`src/rtl/prpg_multi.sv`:
```
// prpg_multi: Galois LFSR pattern generator (PRPG) / multiple-input signature
// register (MISR) with load, period detection and optional all-zero recovery.
// Optional feature macro: PRPG_LOCKUP_RECOVER_EN (all-zero lockup recovery).
module prpg_multi #(
  parameter int               WIDTH = 8,
  parameter logic [WIDTH-1:0] TAPS  = 8'hB8,
  parameter logic [WIDTH-1:0] SEED  = 8'h01
) (
  input  logic             clk,
  input  logic             rst,
  input  logic             Load,
  input  logic [WIDTH-1:0] Din,
  input  logic             En,
  input  logic             Mode,
  output logic [WIDTH-1:0] Dout,
  output logic             Valid,
  output logic             Period_done,
  output logic             Lockup
);

  logic [WIDTH-1:0] state_q, state_d;
  logic [WIDTH-1:0] ref_seed_q, ref_seed_d;
  logic             valid_q, valid_d;
  logic             period_done_q, period_done_d;
  logic [WIDTH-1:0] stepped;
`ifdef PRPG_LOCKUP_RECOVER_EN
  logic             lockup_q, lockup_d;
`endif

  // One Galois LFSR step: shift right, fold the taps back in when a one falls out.
  function automatic logic [WIDTH-1:0] lfsr_step(input logic [WIDTH-1:0] s);
    logic [WIDTH-1:0] shifted;
    shifted = s >> 1;
    return s[0] ? (shifted ^ TAPS) : shifted;
  endfunction

  // Next-state selection: Load beats En; Mode picks generate vs. compress.
  always_comb begin
    state_d       = state_q;
    ref_seed_d    = ref_seed_q;
    valid_d       = 1'b0;
    period_done_d = 1'b0;
    stepped       = lfsr_step(state_q);
`ifdef PRPG_LOCKUP_RECOVER_EN
    lockup_d      = 1'b0;
`endif
    if (Load) begin
      valid_d = 1'b1;
`ifdef PRPG_LOCKUP_RECOVER_EN
      // A zero seed in generate mode would lock the LFSR; substitute SEED.
      if ((Din == '0) && !Mode) begin
        state_d    = SEED;
        ref_seed_d = SEED;
        lockup_d   = 1'b1;
      end else
`endif
      begin
        state_d    = Din;
        ref_seed_d = Din;
      end
    end else if (En) begin
      valid_d = 1'b1;
      if (Mode) begin
        // MISR: compress Din into the stepped state; never flags a period.
        state_d = stepped ^ Din;
      end else begin
`ifdef PRPG_LOCKUP_RECOVER_EN
        if (state_q == '0) begin
          state_d  = SEED;
          lockup_d = 1'b1;
        end else
`endif
        begin
          state_d       = stepped;
          period_done_d = (stepped == ref_seed_q);
        end
      end
    end
  end

  // State, reference seed and status flags; reset returns everything to SEED.
  always_ff @(posedge clk or posedge rst) begin
    if (rst) begin
      state_q       <= SEED;
      ref_seed_q    <= SEED;
      valid_q       <= 1'b0;
      period_done_q <= 1'b0;
    end else begin
      state_q       <= state_d;
      ref_seed_q    <= ref_seed_d;
      valid_q       <= valid_d;
      period_done_q <= period_done_d;
    end
  end

`ifdef PRPG_LOCKUP_RECOVER_EN
  // Lockup pulse register, present only when recovery is built in.
  always_ff @(posedge clk or posedge rst) begin
    if (rst) lockup_q <= 1'b0;
    else     lockup_q <= lockup_d;
  end
  assign Lockup = lockup_q;
`else
  assign Lockup = 1'b0;
`endif

  assign Dout        = state_q;
  assign Valid       = valid_q;
  assign Period_done = period_done_q;

endmodule

```
`config.mk`:
```
export PLATFORM = sky130hd
export DESIGN_NAME = prpg_multi
export DESIGN_NICKNAME = d
export VERILOG_FILES = /design/src/rtl/prpg_multi.sv
export SDC_FILE = /design/constraint.sdc
export NUM_CORES = 1
export LEC_CHECK = 0
export CORE_UTILIZATION = 48
export DETAILED_ROUTE_END_ITERATION = 16
export PLACE_DENSITY = 0.87
export SYNTH_ARGS = -nofsm -noshare
export SYNTH_HDL_FRONTEND = slang
export SYNTH_SLANG_ARGS = --single-unit
```
`constraint.sdc`:
```
create_clock -name clk -period 1.75 [get_ports clk]
set_clock_uncertainty 0.05 [all_clocks]
set_input_delay 0.4375 -clock clk [delete_from_list [all_inputs] [get_ports clk]]
set_output_delay 0.4375 -clock clk [all_outputs]
set_load 0.005 [all_outputs]
```
# Yosys cells after proc, flatten, opt, wreduce, memory -nomap -nowiden
# Cells that the tools add are included.
[word_totals]
word_cells = 17
out_inout_bits = 11
in_bits = 13
reg_bits = 18
[classes]
eq_ne = 1
reduce_logical = 1
muxes = 9
bitwise_logic = 2
[op_table]
columns = ["operator", "n"]
rows = [
  ["2-to-1 mux 8 bit", 4],
  ["== test 8 bit", 1],
  ["XOR 8 bit", 1],
  ["2-to-1 mux 1 bit", 5],
  ["inverter 3 -> 4 bit", 1],
  ["nonzero test 2 bit", 1],
]

# Depth between registers and ports, before layout
# Gate-level depths: netlist of the first run.
[logic_depth]
word_depth = 6
depth_mapped = 5
ltp_nobuf = 4

# Worst setup path before layout of the first run
# No wires, ideal clock.
[synth_path]
path_type = "register -> register"
start = "reg state_q[0] (netlist: Dout[0])"
end = "reg state_q[3] (netlist: Dout[3])"
path_buffers = 1
slack_ns = 0.386
required_time_ns = 1.564
period_less_slack_ns = 1.364
arrival_time_ns = 1.178
setup_time_ns = 0.136
path_stages_with_launch = 6
path_cell_list = "dfstp_2 > buf_4 > xor2_1 > nor2_1 > o21ai_1 > o311ai_1"
[synth_between]
elab_chain_cells = 5
[synth_rtl]
columns = ["element", "line_no", "source"]
rows = [
  ["start: declaration", "21", "logic [WIDTH-1:0] state_q, state_d;"],
  ["start signal: assignment", "89", "state_q <= state_d;"],
  ["2-to-1 mux 8 bit *", "34", "return s[0] ? (shifted ^ TAPS) : shifted;"],
  ["XOR 8 bit", "65", "state_d = stepped ^ Din;"],
  ["2-to-1 mux 8 bit *", "63", "if (Mode) begin"],
  ["2-to-1 mux 8 bit *", "61", "end else if (En) begin"],
  ["2-to-1 mux 8 bit *", "47", "if (Load) begin"],
]
# Every way passes the cells marked *; elsewhere a longest branch is shown, timed or not. The select of a mux whose other input is x is not followed.
# A chain may end at the register's enable or synchronous reset.

# Worst setup path after layout of the first run
[layout_path]
start = "reg state_q[3] (netlist: Dout[3])"
end = "out Dout[3]"
[layout_rtl]
columns = ["element", "line_no", "source"]
rows = [
  ["end: declaration", "15", "output logic [WIDTH-1:0] Dout,"],
]
# No word-level cell between the ends.

==> results of run 1 <==
## cells in the final DEF, fill, tap and decap left out, types with 2 or more instances in the layout
| master | Yosys | final |
|---|---|---|
| o311ai_1 | 3 | 3 |
| nand2_1 | 8 | 8 |
| o21ai_1 | 12 | 12 |
| nand4b_1 | 3 | 3 |
| nor2_1 | 10 | 10 |
| xor2_1 | 3 | 3 |
| dfstp_2 | 2 | 2 |
| clkdlybuf4s50_1 | 0 | 20 |
| inv_1 | 6 | 6 |
| dfrtp_1 | 16 | 14 |
| mux2_1 | 7 | 7 |
| dlygate4sd2_1 | 0 | 2 |
| clkbuf_4 | 0 | 3 |
| xnor2_1 | 5 | 5 |
| buf_4 | 3 | 15 |
| dfrtp_2 | 0 | 2 |
| a21oi_1 | 12 | 12 |
## state kept, by name, summed over array words and instances (netlist names)
signal and count:
Dout 8, Valid 1, ref_seed_q 8, Period_done 1
## layout make-up
type | instances | area (µm²)
flip-flops and latches | 18 | 455
inverters | 7 | 26.3
multi-input cells | 74 | 489
clock buffers | 4 | 26.3
well taps | 27 | 33.8
fillers | 173 | 581
repair buffers | 38 | 350
## synth_stat cells
cell type,number,area [µm²]
a211oi_1,1,7.51
a21oi_1,12,60.1
buf_2,1,5.00
buf_4,3,22.5
clkbuf_1,3,11.3
conb_1,1,3.75
dfrtp_1,16,400
dfstp_2,2,52.6
inv_1,6,22.5
inv_2,1,3.75
mux2_1,7,78.8
nand2_1,8,30.0
nand3_1,1,5.00
nand4_1,1,6.26
nand4b_1,3,26.3
nor2_1,10,37.5
nor4_1,1,6.26
o2111ai_1,1,8.76
o211ai_1,1,7.51
o21ai_0,1,5.00
o21ai_1,12,60.1
o311ai_1,3,26.3
or2_1,1,6.26
xnor2_1,5,43.8
xnor2_4,1,27.5
xor2_1,3,26.3
xor2_2,1,16.3
## power by group through the flow
| stage | sequential [µW] | clock [µW] | combinational (µW) |
|---|---|---|---|
| floorplan | 510 | 0 | 164 |
| global placement | 509 | 0 | 288 |
| detailed placement | 512 | 0 | 297 |
| CTS | 503 | 215 | 303 |
| global route | 502 | 234 | 366 |
| finish | 498 | 208 | 334 |
## kinds of logic after synthesis
logic type             Yosys count
AO/OA/AOI/OAI                   31
XOR/XNOR                        10
multiplexers                     7
AND/OR/NAND/NOR                 25
flip-flops                      18
buffers and inverters           14
other                            1
## timing repair
| action | in CTS | in global routing |
|---|---|---|
| gates resized for setup | 4 | 0 |
| hold buffers | 0 | 0 |
| endpoints found under the setup margin | 5 | 4 |
| cloned | 0 | 0 |
| endpoints found under the hold margin | 0 | 0 |
| setup buffers | 1 | 6 |
## routing by layer
layer / vias to the layer above / global-route usage (%)
met5: - / 0
met4: 0 / 9.44
met3: 4 / 2.26
met2: 33 / 41.4
met1: 422 / 26.8
li1: 434 / -
## through the flow
| stage | instance area [µm²] | hold slack [ps] |
|---|---|---|
| 2_1_floorplan | 1010 | 325 |
| 3_3_place_gp | 1300 | 441 |
| 4_1_cts | 1340 | 293 |
| 5_1_grt | 1380 | 300 |
| 3_5_place_dp | 1300 | 451 |
| 6_report | 1380 | 295 |
## worst max-delay path by stage
stage | start | endpoint | slack [ps] | depth (start not counted)
after global routing | Dout[5] | Dout[5] | -1 | 1
after global placement | En | Dout[3] | 40 | 5
after floorplan | Dout[0] | Dout[3] | 390 | 5
after CTS | Dout[3] | Dout[3] | 2 | 1
after detailed placement | Load | Period_done | -50 | 5
final | Dout[3] | Dout[3] | 40 | 1
==> flow_summary.ini, run 1 <==
[critical_path]
critical_path.max_stage_delay_ps = 520
worstSetupPathType = register to output pin
ff2ff_path_depth = 4
cp_num_buf_inv = 1
arrival_ps = 1220
r2r_slack_ps = 200
r2r-start = Dout[0]
r2r_end = Period_done
worstPathCellList = clkdlybuf4s50_1
crit_required_ps = 1260
critPathTopFamily = buffers and inverters
cp-end-kind = output pin
critPathLaunchType = register
slowest_stage = clkdlybuf4s50_1
cp_max_fo = 3

[logic_synthesis]
yosysUniqueCellTypes = 27
synthAdderAreaFrac_pct = 0
synth-seq-area-share_pct = 45.0
syn_area_per_cell_um2 = 9.50
synth_fp_nets = 119
muxShareOfSynthArea_pct = 7.83
synth_top_family_by_area = compound AO/OA/AOI/OAI gates
ys_seq_elements = 18
synthXorXnorAreaFrac_pct = 11.3
synth.cell_area_um2 = 1010
syn_inst = 106
yosys_warnings = 0
synth_compound_area_share_pct = 17.4
synthSimpleGateAreaFrac_pct = 11.7

[final_layout]
drive_gt1_share_pct = 18.4
utilization_pct = 70.4
stdcell_count = 168
antenna_cells = 0
fin_nets = 155
area_growth_pct = 37.1

[placement]
place_hpwl_um = 1700
place_inst = 157
io_buffer_count = 22
routabilityCongestion = 0.861
pre_cts_slack_ps = -52.5

[die]
chipWidth_um = 47.8
coreArea_um2 = 1960
rows = 16
die_h_um = 47.8
initial_utilization_pct = 51.3
io_pins = 24
dieArea_um2 = 2290

[sta]
finalSetupViolCount = 0
fmax_mhz = 585
final_max_slew_viol_count = 0
hold_viol = 0
fin_ws_ps = 42.0
fin_crit_ps = 1710
fin_setup_tns_ps = 0
fin_crit_sh_pct = 97.6

[pwr]
p_sw_uw = 304
p_total_uw = 1040
seq_power_share_pct = 47.9
p_clk_share_pct = 20.0
leakage_uw = 0.000583
powerDensity_nw_per_um2 = 753
pwr-share-comb_pct = 32.1
max-vdd-ir-drop_mv = 0.566
swShare_pct = 29.2
intPower_uw = 736

[route]
met1Wirelength_um = 943
wire_per_inst_um = 13.9
top_layer = met4
first_pass_iters = 4
route.met3.wl_um = 101
vias_per_cell = 5.32
first_iter_violations = 18
drc_errors = 0
final_antenna_net_count = 0
routed-wl-met2_um = 1280
vias = 893
drt_wl_total_um = 2330

[outcome]
status = completed

[clock_tree]
cts_root_buffer = clkbuf_4
clk_latency_ps = 280
htreeDepth = 1
path_clk_slew_ps = 100
clock_sinks = 18
numCtsBuffers = 3
cts_tree = built
clockBufferDepth = 2

[grt]
grt_max_degree = 31
grt_pass1_wl_um = 3510
grt_pass1_vias = 812
grt_overflow_total = 0
antenna_found_initial = 0
grt_usage_pct = 22.6

[job]
max_cap_viol_count = 0

[worst_hold_path]
worst_hold_path_type = input pin to async pin
(Power assumes the default switching activity.)
==> run 2: changes to the inputs <==
- CORE_UTILIZATION: 48 -> 52
- GPL_TIMING_DRIVEN: default -> 0
- PLACE_DENSITY: 0.87 -> 0.92
- clock period: 1.75 -> 2.1 ns (I/O delays scaled with it)
==> run 2 against run 1 <==
Against the previous run:
- sequential power shrank 15%
- final cell count down 7.1%
- design area shrank 7.0%
- combinational power fell by 31%
- global-route usage rose by 1.6 points
- count of clock-buffer cells in the layout is the same
- utilization rose by 2.4 points
- routed wire length fell by 4.9%
- sequential share of layout area up 2.3 points
- clock power is 6% higher
- critical path type unchanged
==> flow_summary.ini, run 2 (synthesis gave the netlist of run 1 again) <==
[route]
wire_per_inst_um = 14.2
first_pass_iters = 4
vias_per_cell = 5.71
vias = 890
top_layer = met4
drc_errors = 0
routed-wl-met2_um = 1100
met1Wirelength_um = 922
drt_wl_total_um = 2220
first_iter_violations = 25
route.met3.wl_um = 146
final_antenna_net_count = 0

[sta]
finalSetupViolCount = 0
fmax_mhz = 518
final_max_slew_viol_count = 0
fin_crit_sh_pct = 92.0
fin_setup_tns_ps = 0
tightest_slew_ps = 686
slew_headroom_pct = 54.2
hold_viol = 0
fin_crit_ps = 1930
rsz0062_at_grt = false
fin_ws_ps = 168
hold_slack_ps = 473

[placement]
place_hpwl_um = 1570
place_inst = 152
pre_cts_slack_ps = 179
routabilityCongestion = 0.886
io_buffer_count = 21

[pwr]
pwr-share-comb_pct = 26.3
max-vdd-ir-drop_mv = 0.546
swShare_pct = 29.6
p_clk_share_pct = 25.2
p_sw_uw = 259
leakage_uw = 0.000524
powerDensity_nw_per_um2 = 680
intPower_uw = 615
seq_power_share_pct = 48.5
p_total_uw = 874

[final_layout]
fin_nets = 145
num-fill-cells = 142
final_common_cell = clkdlybuf4s50_1
antenna_cells = 0
area_growth_pct = 27.6
layout_common_cells = clkdlybuf4s50_1, dfrtp_1, a21oi_1, o21ai_1, nor2_1
stdcell_count = 156
drive_gt1_share_pct = 9.92

[worst_hold_path]
worst_hold_path_type = register to register
min_from = ref_seed_q[4]

[die]
chipWidth_um = 46.0
initial_utilization_pct = 57.1
dieArea_um2 = 2120
coreArea_um2 = 1760
io_pins = 24
rows = 15
die_h_um = 46.0

[critical_path]
critical_path.max_stage_delay_ps = 550
critPathLaunchType = register
crit_required_ps = 1520
crit_start = Dout[1]
cp-end-kind = output pin
r2r-start = Dout[0]
worstSetupPathType = register to output pin
cp_num_buf_inv = 1
cp_max_fo = 5
slowest_stage = clkdlybuf4s50_1
arrival_ps = 1360
worstPathCellList = clkdlybuf4s50_1
critPathTopFamily = buffers and inverters

[grt]
grt_overflow_total = 0
antenna_found_initial = 0
grt_pass1_vias = 844
grt_usage_pct = 24.3
grt_pass1_wl_um = 3550
grt_max_degree = 19

[clock_tree]
postCtsHoldBufs = 0
clock_sinks = 18
clockBufferDepth = 2
htreeDepth = 1
path_clk_slew_ps = 110
cts_root_buffer = clkbuf_4
numCtsBuffers = 3
clk_latency_ps = 300
cts_setup_buffers = 0
cts_tree = built
cts_resized = 0

[outcome]
status = completed

[job]
max_cap_viol_count = 0
[run 2: area by class of cell]
type                            count  area (µm²)  area share, %
Multi-Input combinational cell     74         489           38.1
Sequential cell                    18         453           35.2
Timing Repair Buffer               21         210           16.4
Buffer                              7        38.8           3.02
Clock buffer                        4        36.3           2.82
Tap cell                           25        31.3           2.43
Inverter                            7        26.3           2.04
[run 2: power by group through the flow]
stage                     clock network [µW]  registers [µW]  logic (µW)
final                                    220             424         230
after global routing                     235             428         256
after CTS                                218             423         231
after detailed placement                   0             430         229
after global placement                     0             427         223
after floorplan                            0             425         137
[run 2: per-stage QoR]
step	cell area, µm²	util, %
after floorplan	1010	-
after global placement	1250	70.8
after detailed placement	1250	70.8
after CTS	1280	72.8
after global routing	1280	72.8
final	1280	72.8
[run 2: final timing paths]
kind                                 end  cells past startpoint  slack (ps)
max                              Dout[1]                      1         170
min                        ref_seed_q[4]                      1         470
max reg2reg                  Period_done                      4         570
min reg2reg                ref_seed_q[4]                      1         470
max in group asynchronous        Dout[1]                      2         990
min in group asynchronous        Dout[5]                      2         570
[run 2: worst reg2reg max path: stages (launching register included)]
cell	delay (ps)
dfstp_2	540
buf_4	180
xor2_2	200
o2111ai_1	120
nor4_1	340
[run 2: metal layers]
layer / GRT usage (%) / up-vias
met3: 5.56 / 9
met5: 0 / -
met2: 39.2 / 45
met4: 12.4 / 0
met1: 30.1 / 421
li1: - / 415
==> run 3: changes to the inputs <==
- CORE_UTILIZATION: 52 -> 46
- PLACE_DENSITY: 0.92 -> 0.84
==> run 3 against run 2 <==
Against the previous run:
- non-clock buffer count unchanged
- die area up 12%
- utilization down 8.5 points
- routed wire length down 3.5%
- clock power about the same
- sequential power about the same
- design area up 0.19%
- largest power group unchanged
==> flow_summary.ini, run 3 (synthesis gave the netlist of run 1 again) <==
[clock_tree]
cts_root_buffer = clkbuf_4
clockBufferDepth = 2
cts_tree = built
clock_sinks = 18
clk_latency_ps = 300
numCtsBuffers = 3
cts_setup_buffers = 0
path_clk_slew_ps = 110
postCtsHoldBufs = 0
cts_resized = 0
htreeDepth = 1

[final_layout]
num-fill-cells = 164
antenna_cells = 0
drive_gt1_share_pct = 9.92
layout_common_cells = clkdlybuf4s50_1, dfrtp_1, a21oi_1, o21ai_1, nor2_1
stdcell_count = 158
fin_nets = 145
area_growth_pct = 27.8
final_common_cell = clkdlybuf4s50_1

[placement]
place_inst = 154
place_hpwl_um = 1570
io_buffer_count = 21
routabilityCongestion = 0.814

[sta]
tightest_slew_ps = 676
fmax_mhz = 517
final_max_slew_viol_count = 0
rsz0062_at_grt = false
finalSetupViolCount = 0
fin_crit_sh_pct = 92.2
hold_viol = 0
fin_crit_ps = 1940
fin_setup_tns_ps = 0
slew_headroom_pct = 54.9

[outcome]
status = completed

[critical_path]
worstPathCellList = clkdlybuf4s50_1
cp-end-kind = output pin
critical_path.max_stage_delay_ps = 560
slowest_stage = clkdlybuf4s50_1
arrival_ps = 1360
cp_num_buf_inv = 1
crit_required_ps = 1520
critPathLaunchType = register
cp_max_fo = 5
critPathTopFamily = buffers and inverters
worstSetupPathType = register to output pin

[grt]
grt_overflow_total = 0
antenna_found_initial = 0
grt_pass1_wl_um = 3880
grt_pass1_vias = 888
grt_usage_pct = 21.3
grt_max_degree = 19

[pwr]
swShare_pct = 29.5
pwr-share-comb_pct = 26.4
leakage_uw = 0.000524
intPower_uw = 615
max-vdd-ir-drop_mv = 0.447
p_clk_share_pct = 25.2
p_sw_uw = 257
powerDensity_nw_per_um2 = 677
seq_power_share_pct = 48.4

[die]
initial_utilization_pct = 50.3
chipWidth_um = 48.8
dieArea_um2 = 2380
coreArea_um2 = 2000
rows = 16
die_h_um = 48.8
io_pins = 24

[route]
vias_per_cell = 5.49
first_pass_iters = 4
drt_wl_total_um = 2140
drc_errors = 0
final_antenna_net_count = 0
first_iter_violations = 7
wire_per_inst_um = 13.5
vias = 868

[job]
max_cap_viol_count = 0

[worst_hold_path]
worst_hold_path_type = register to register
## run 3: final timing paths
kind                                     from             to  slack, ps  cells after the start
worst max-delay path                  Dout[1]        Dout[1]        160                      1
worst min-delay path            ref_seed_q[2]  ref_seed_q[2]        470                      1
worst max register to register        Dout[0]        Dout[3]        600                      5
worst min register to register  ref_seed_q[2]  ref_seed_q[2]        470                      1
max in group asynchronous                 rst  ref_seed_q[5]       1000                      2
min in group asynchronous                 rst  ref_seed_q[2]        570                      2
## run 3: metrics by stage
step | utilization [%] | area, µm² | total power (µW) | setup WS [ps] | hold slack (ps)
floorplan | - | 1010 | 561 | 736 | 412
global placement | 62.5 | 1250 | 652 | 201 | 440
detailed placement | 62.5 | 1250 | 659 | 196 | 448
CTS | 64.3 | 1290 | 871 | 162 | 472
global route | 64.3 | 1290 | 923 | 109 | 498
finish | 64.3 | 1290 | 872 | 164 | 470
## run 3: per-layer routing
layer | part of all wire [%] | GRT usage (%) | wire length, µm
met2 | 47 | 35.0 | 1010
met1 | 46 | 27.1 | 979
met5 | 0 | 0 | 0
met3 | 5.0 | 2.80 | 106
met4 | 2.2 | 11.8 | 48
## run 3: power by group through the flow
stage                     clock (µW)  combinational (µW)  sequential [µW]
after floorplan                    0                 137              425
after global placement             0                 225              427
after detailed placement           0                 231              428
after CTS                        217                 233              421
after global routing             237                 258              428
final                            220                 230              422
## run 3: cell type report
type	count	area, µm²	share of cell area, %
clock buffer	4	36.3	2.82
multi-input combinational	74	489	38.0
inverter	7	26.3	2.04
buffer	7	38.8	3.01
sequential	18	453	35.2
tap	27	33.8	2.62
timing repair buffer	21	210	16.3
